$ cat src/rtl/ship_bullet_gen.sv
// Pixel generation stage after the VGA sync generator: player ship, single bullet
// FSM and registered colour output. Position and bullet state move once per frame.
module ship_bullet_gen #(
  parameter int          SHIP_Y     = 448,
  parameter int          SHIP_V     = 4,
  parameter int          BULLET_V   = 8,
  parameter logic [2:0]  SHIP_RGB   = 3'b010,
  parameter logic [2:0]  BULLET_RGB = 3'b110,
  parameter logic [2:0]  BG_RGB     = 3'b000
) (
  input  logic       clk,
  input  logic       reset,
  input  logic       p_tick,
  input  logic       video_on,
  input  logic [9:0] pixel_x,
  input  logic [9:0] pixel_y,
  input  logic       btn_left,
  input  logic       btn_right,
  input  logic       btn_fire,
  output logic [2:0] rgb,
  output logic       bullet_active,
  output logic [9:0] bullet_x,
  output logic [9:0] bullet_y,
  output logic       shot_fired
);

  typedef enum logic {IDLE, FLY} state_t;

  localparam logic [10:0] SHIP_MAX  = 11'd624;
  localparam logic [9:0]  SHIP_INIT = 10'd312;
  localparam logic [10:0] SHIP_TOP  = 11'(SHIP_Y);
  localparam logic [9:0]  LAUNCH_Y  = 10'(SHIP_Y - 8);

  state_t      state;
  logic [9:0]  ship_x;
  logic [9:0]  ship_next;
  logic        fire_d;
  logic        fire_pend;
  logic        fire_edge;
  logic        fire_req;
  logic        refr_tick;
  logic [10:0] ship_wide;
  logic [10:0] ship_plus;
  logic [10:0] px;
  logic [10:0] py;
  logic [10:0] bx;
  logic [10:0] by;
  logic        in_ship;
  logic        in_bullet;

  assign refr_tick     = p_tick && (pixel_y == 10'd480) && (pixel_x == 10'd0);
  assign fire_edge     = btn_fire & ~fire_d;
  assign fire_req      = fire_pend | fire_edge;
  assign bullet_active = (state == FLY);

  assign ship_wide = {1'b0, ship_x};
  assign ship_plus = ship_wide + 11'(SHIP_V);
  assign px        = {1'b0, pixel_x};
  assign py        = {1'b0, pixel_y};
  assign bx        = {1'b0, bullet_x};
  assign by        = {1'b0, bullet_y};

  // Widened to 11 bits so the right-edge sum cannot wrap past 1023.
  always_comb begin
    ship_next = ship_x;
    if (btn_left && !btn_right)
      ship_next = (ship_wide >= 11'(SHIP_V)) ? ship_x - 10'(SHIP_V) : 10'd0;
    else if (btn_right && !btn_left)
      ship_next = (ship_plus <= SHIP_MAX) ? ship_plus[9:0] : SHIP_MAX[9:0];
  end

  assign in_ship   = (px >= ship_wide) && (px < ship_wide + 11'd16) &&
                     (py >= SHIP_TOP)  && (py < SHIP_TOP + 11'd16);
  assign in_bullet = bullet_active &&
                     (px >= bx) && (px < bx + 11'd2) &&
                     (py >= by) && (py < by + 11'd8);

  // Launch reads ship_x before this tick's move, so the bullet leaves the old nose.
  always_ff @(posedge clk or negedge reset) begin
    if (!reset) begin
      state      <= IDLE;
      ship_x     <= SHIP_INIT;
      fire_d     <= 1'b0;
      fire_pend  <= 1'b0;
      bullet_x   <= 10'd0;
      bullet_y   <= 10'd0;
      shot_fired <= 1'b0;
    end else begin
      fire_d     <= btn_fire;
      shot_fired <= 1'b0;
      if (refr_tick) begin
        fire_pend <= 1'b0;
        ship_x    <= ship_next;
        case (state)
          IDLE: begin
            if (fire_req) begin
              bullet_x   <= ship_x + 10'd7;
              bullet_y   <= LAUNCH_Y;
              shot_fired <= 1'b1;
              state      <= FLY;
            end
          end
          FLY: begin
            if (bullet_y < 10'(BULLET_V))
              state <= IDLE;
            else
              bullet_y <= bullet_y - 10'(BULLET_V);
          end
          default: state <= IDLE;
        endcase
      end else if (fire_edge) begin
        fire_pend <= 1'b1;
      end
    end
  end

  always_ff @(posedge clk or negedge reset) begin
    if (!reset) begin
      rgb <= 3'b000;
    end else if (p_tick) begin
      if (!video_on)
        rgb <= 3'b000;
      else if (in_bullet)
        rgb <= BULLET_RGB;
      else if (in_ship)
        rgb <= SHIP_RGB;
      else
        rgb <= BG_RGB;
    end
  end

endmodule

$ cat config.mk
export PLATFORM = sky130hd
export DESIGN_NAME = ship_bullet_gen
export DESIGN_NICKNAME = d
export VERILOG_FILES = /design/src/rtl/ship_bullet_gen.sv
export SDC_FILE = /design/constraint.sdc
export NUM_CORES = 1
export LEC_CHECK = 0
export CORE_ASPECT_RATIO = 1.4
export CORE_UTILIZATION = 25
export CTS_BUF_LIST = sky130_fd_sc_hd__clkbuf_16
export DETAILED_ROUTE_END_ITERATION = 12
export GPL_ROUTABILITY_DRIVEN = 0
export SETUP_SLACK_MARGIN = 0.3
export SYNTH_ARGS = -nofsm -noshare
export SYNTH_HDL_FRONTEND = slang
export SYNTH_SLANG_ARGS = --single-unit
$ cat constraint.sdc
create_clock -name clk -period 2.5 [get_ports clk]
set_clock_uncertainty 0.05 [all_clocks]
set_input_delay 0.5 -clock clk [delete_from_list [all_inputs] [get_ports clk]]
set_output_delay 0.5 -clock clk [all_outputs]
set_load 0.05 [all_outputs]
==> results of run 1 <==
==> synth_stat cells, drive strengths merged, types with 2 or more instances <==
master,n,share of area [%]
o21bai,2,0.46
and3,6,1.2
dfstp,4,3.3
a31oi,9,1.7
mux2i,2,0.62
o21a,5,1.2
o22ai,4,0.78
nand2b,9,1.7
nand2,24,2.9
nor3,13,2.4
a211oi,2,0.46
nand3,10,1.6
a21o,7,1.6
o31ai,3,0.70
xnor2,27,7.3
and4,4,1.1
and2,2,0.39
nand4,5,1.4
a21oi,22,3.4
or3,7,1.4
dfrtp,26,20
inv,35,4.1
o32a,3,0.93
o211ai,3,0.70
clkbuf,9,1.0
nor4,7,2.9
o21ai,23,3.6
nand4b,2,0.54
buf,7,1.4
nor2,13,1.5
ha,57,22
==> layer usage <==
metal	global-route usage (%)	vias up	part of all wire [%]
li1	-	1548	-
met1	16.4	1547	38
met2	29.4	81	55
met3	2.16	22	4.0
met4	6.99	0	3.0
met5	0	-	0
==> registers in the layout, indices dropped and copies added, names as in the netlist <==
name	cells
fire_pend	1
bullet_y	7
ship_x	8
shot_fired	1
bullet_x	9
bullet_active	1
rgb	2
fire_d	1
==> power by group through the flow <==
stage,Sequential [mW],Combinational (mW),Clock [mW]
finish,0.487,0.202,0.597
global route,0.487,0.223,0.629
CTS,0.487,0.197,0.608
detailed placement,0.496,0.199,0
global placement,0.496,0.194,0
floorplan,0.496,0.0862,0
==> critical path: stages (launching register included) <==
cell and delay [ns]:
dfstp_2 0.58, buf_6 0.15, nand3_1 0.09, xnor2_1 0.15
ha_2 0.33, o21ai_2 0.07, or3_1 0.39, a21oi_2 0.16
o21ai_2 0.07, a32oi_2 0.18, o311ai_1 0.13
==> final cells by class <==
class,instances,area [um^2],share of cell area (%)
well taps,150,188,4.00
repair buffers,104,971,20.7
flip-flops and latches,30,772,16.5
clock buffers,5,125,2.67
multi-input cells,294,2490,53.0
inverters,35,131,2.80
clock inverters,3,16.3,0.347
==> stage by stage <==
stage | std cells | utilization [%]
final | 621 | 37.7
after global routing | 621 | 37.7
after CTS | 618 | 36.5
after detailed placement | 602 | 34.0
after global placement | 602 | 34.0
after floorplan | 375 | -
==> how the worst min path moves through the flow <==
stage                    from  slack, ns       endpoint
finish                 rgb[2]       0.49         rgb[2]
global route           rgb[2]       0.53         rgb[2]
global placement    fire_pend       0.46      fire_pend
floorplan               reset       0.15  bullet_active
detailed placement  ship_x[4]       0.48      ship_x[4]
CTS                 ship_x[4]       0.49      ship_x[4]
==> what timing repair did <==
| action | in CTS | in global routing |
|---|---|---|
| setup endpoints to repair | 28 | 25 |
| resized for setup | 45 | 30 |
| pin swaps | 12 | 13 |
| setup buffers | 7 | 2 |
| cloned | 1 | 1 |
==> kinds of logic (layout without fill, tap and decap cells) <==
| logic type | after synthesis | count (layout) | synth area share, % |
|---|---|---|---|
| AO/OA/AOI/OAI | 95 | 95 | 18.8 |
| XOR/XNOR | 28 | 28 | 7.60 |
| adder cells (fa/ha/maj) | 57 | 57 | 22.1 |
| buffers and inverters | 51 | 147 | 6.55 |
| flip-flops | 30 | 30 | 23.4 |
| multiplexers | 3 | 3 | 0.969 |
| other | 1 | 4 | 0.116 |
| AND/OR/NAND/NOR | 107 | 107 | 20.4 |
==> reports/metrics.yaml, run 1 <==
sta:
  fin_crit_sh_pct: 99.2
  hold_ws_ns: 0.493
  setup_ws_ns: 0.0210
  tightestPinTransition_ns: 0.511
  hold_viol_final: 0
  maxSlewViolCount: 0
  totalNegativeSetupSlack_ns: 0
  rsz0062_at_grt: "yes"
  period_needed_ns: 2.48
  slew_headroom_pct: 65.9
  fmax_mhz: 403
  setup_viol: 0
critical_path:
  criticalPathCategory: "register to register"
  worstSetupStartpoint: "ship_x[5]"
  worstPathRequired_ns: 2.60
  cp-start-kind: "register"
  reg2reg_depth: 10
  crit_path_end_kind: "register"
  cp-endpoint: "rgb[1]"
  r2r_slack_ns: 0.02
  critical_path_peak_fanout: 10
  worstPathArrival_ns: 2.58
  r2r_end: "rgb[1]"
  r2r_start: "ship_x[5]"
layout:
  syn2layout_area_growth_pct: 45.3
  post-route-cell-area_mm2: 0.00469
  nFillCells: 1215
  most-common-layout-cells: "ha_1, buf_4, inv_1, xnor2_1"
  final_common_cell: "ha_1"
  diodes: 0
  finalNetCount: 554
  layout-drive-gt1-share_pct: 27.2
drt:
  firstDrtPassIters: 8
  drt_iter0_drc: 148
  wl_um: 10200
  drc: 2
  ant_nets: 0
  drt-wirelength-per-cell_um: 16.5
  vias: 3198
  drt-vias-per-instance: 5.15
synthesis:
  async_flop_share_pct: 100
  syn_inst: 372
  synth_ff_type: "dfrtp_1"
  ys_types: 59
  synth-edff-count: 0
  synth_seq_cells: 30
  syn_area_mm2: 0.00323
  yosys_warnings: 0
  avgSynthCellArea_um2: 8.68
  ys_seq_area_share_pct: 23.4
cts:
  clk_latency_ns: 0.28
  cts_tree: "built"
  cts_hold_buf: 0
  numClockSinks: 30
  clk_path_buf_depth: 2
  cts_buffers: 5
  cts_root_buffer: "clkbuf_16"
  cts.htree.levels: 2
  clk_pin_slew_worst_paths_ns: 0.05
floorplanning:
  start_util_pct: 26.0
  std_cell_rows: 48
  coreArea_mm2: 0.0124
  die_x_um: 98.0
  die_h_um: 136
  num_io_pins: 52
  dieArea_mm2: 0.0134
global_route:
  grt_pass1_vias: 3350
  grt_max_degree: 31
  grt_usage_pct: 15.3
  gr-total-overflow: 0
  antenna_found_initial: 0
  grt_pass1_wl_um: 16100
placed_design:
  port_buffers: 47
  dpl_cell_area_mm2: 0.00422
  place_ws_ns: -0.334
  hpwl_um: 7860
run:
  drv_cap: 0
min_path:
  holdPathStages: 2
  holdCritPathClass: "register to register"
power_and_ir_drop:
  vdd_drop_max_uv: 187
  power.switching_mw: 0.344
  p_sw_share_pct: 26.8
  report.power.total_mw: 1.29
  pwr-share-seq_pct: 37.9
  power.internal_mw: 0.942
  p_clk_share_pct: 46.4
  p_per_area_mw_per_mm2: 274
  p_leak_nw: 2.10
  p_comb_share_pct: 15.7
run_status:
  violations: "design-rule violations"
  status: "complete, but fails checks"
Power figures use the tool's default switching activity.
==> run 2, diff against run 1 <==
--- a/config.mk
+++ b/config.mk
@@ -8,6 +8,7 @@
 export CORE_ASPECT_RATIO = 1.4
 export CORE_UTILIZATION = 25
 export CTS_BUF_LIST = sky130_fd_sc_hd__clkbuf_16
+export CTS_CLUSTER_DIAMETER = 80
 export DETAILED_ROUTE_END_ITERATION = 12
 export GPL_ROUTABILITY_DRIVEN = 0
 export SETUP_SLACK_MARGIN = 0.3
==> results of run 2 <==
No change in the layout: final DEF, timing and power equal those of run 1.
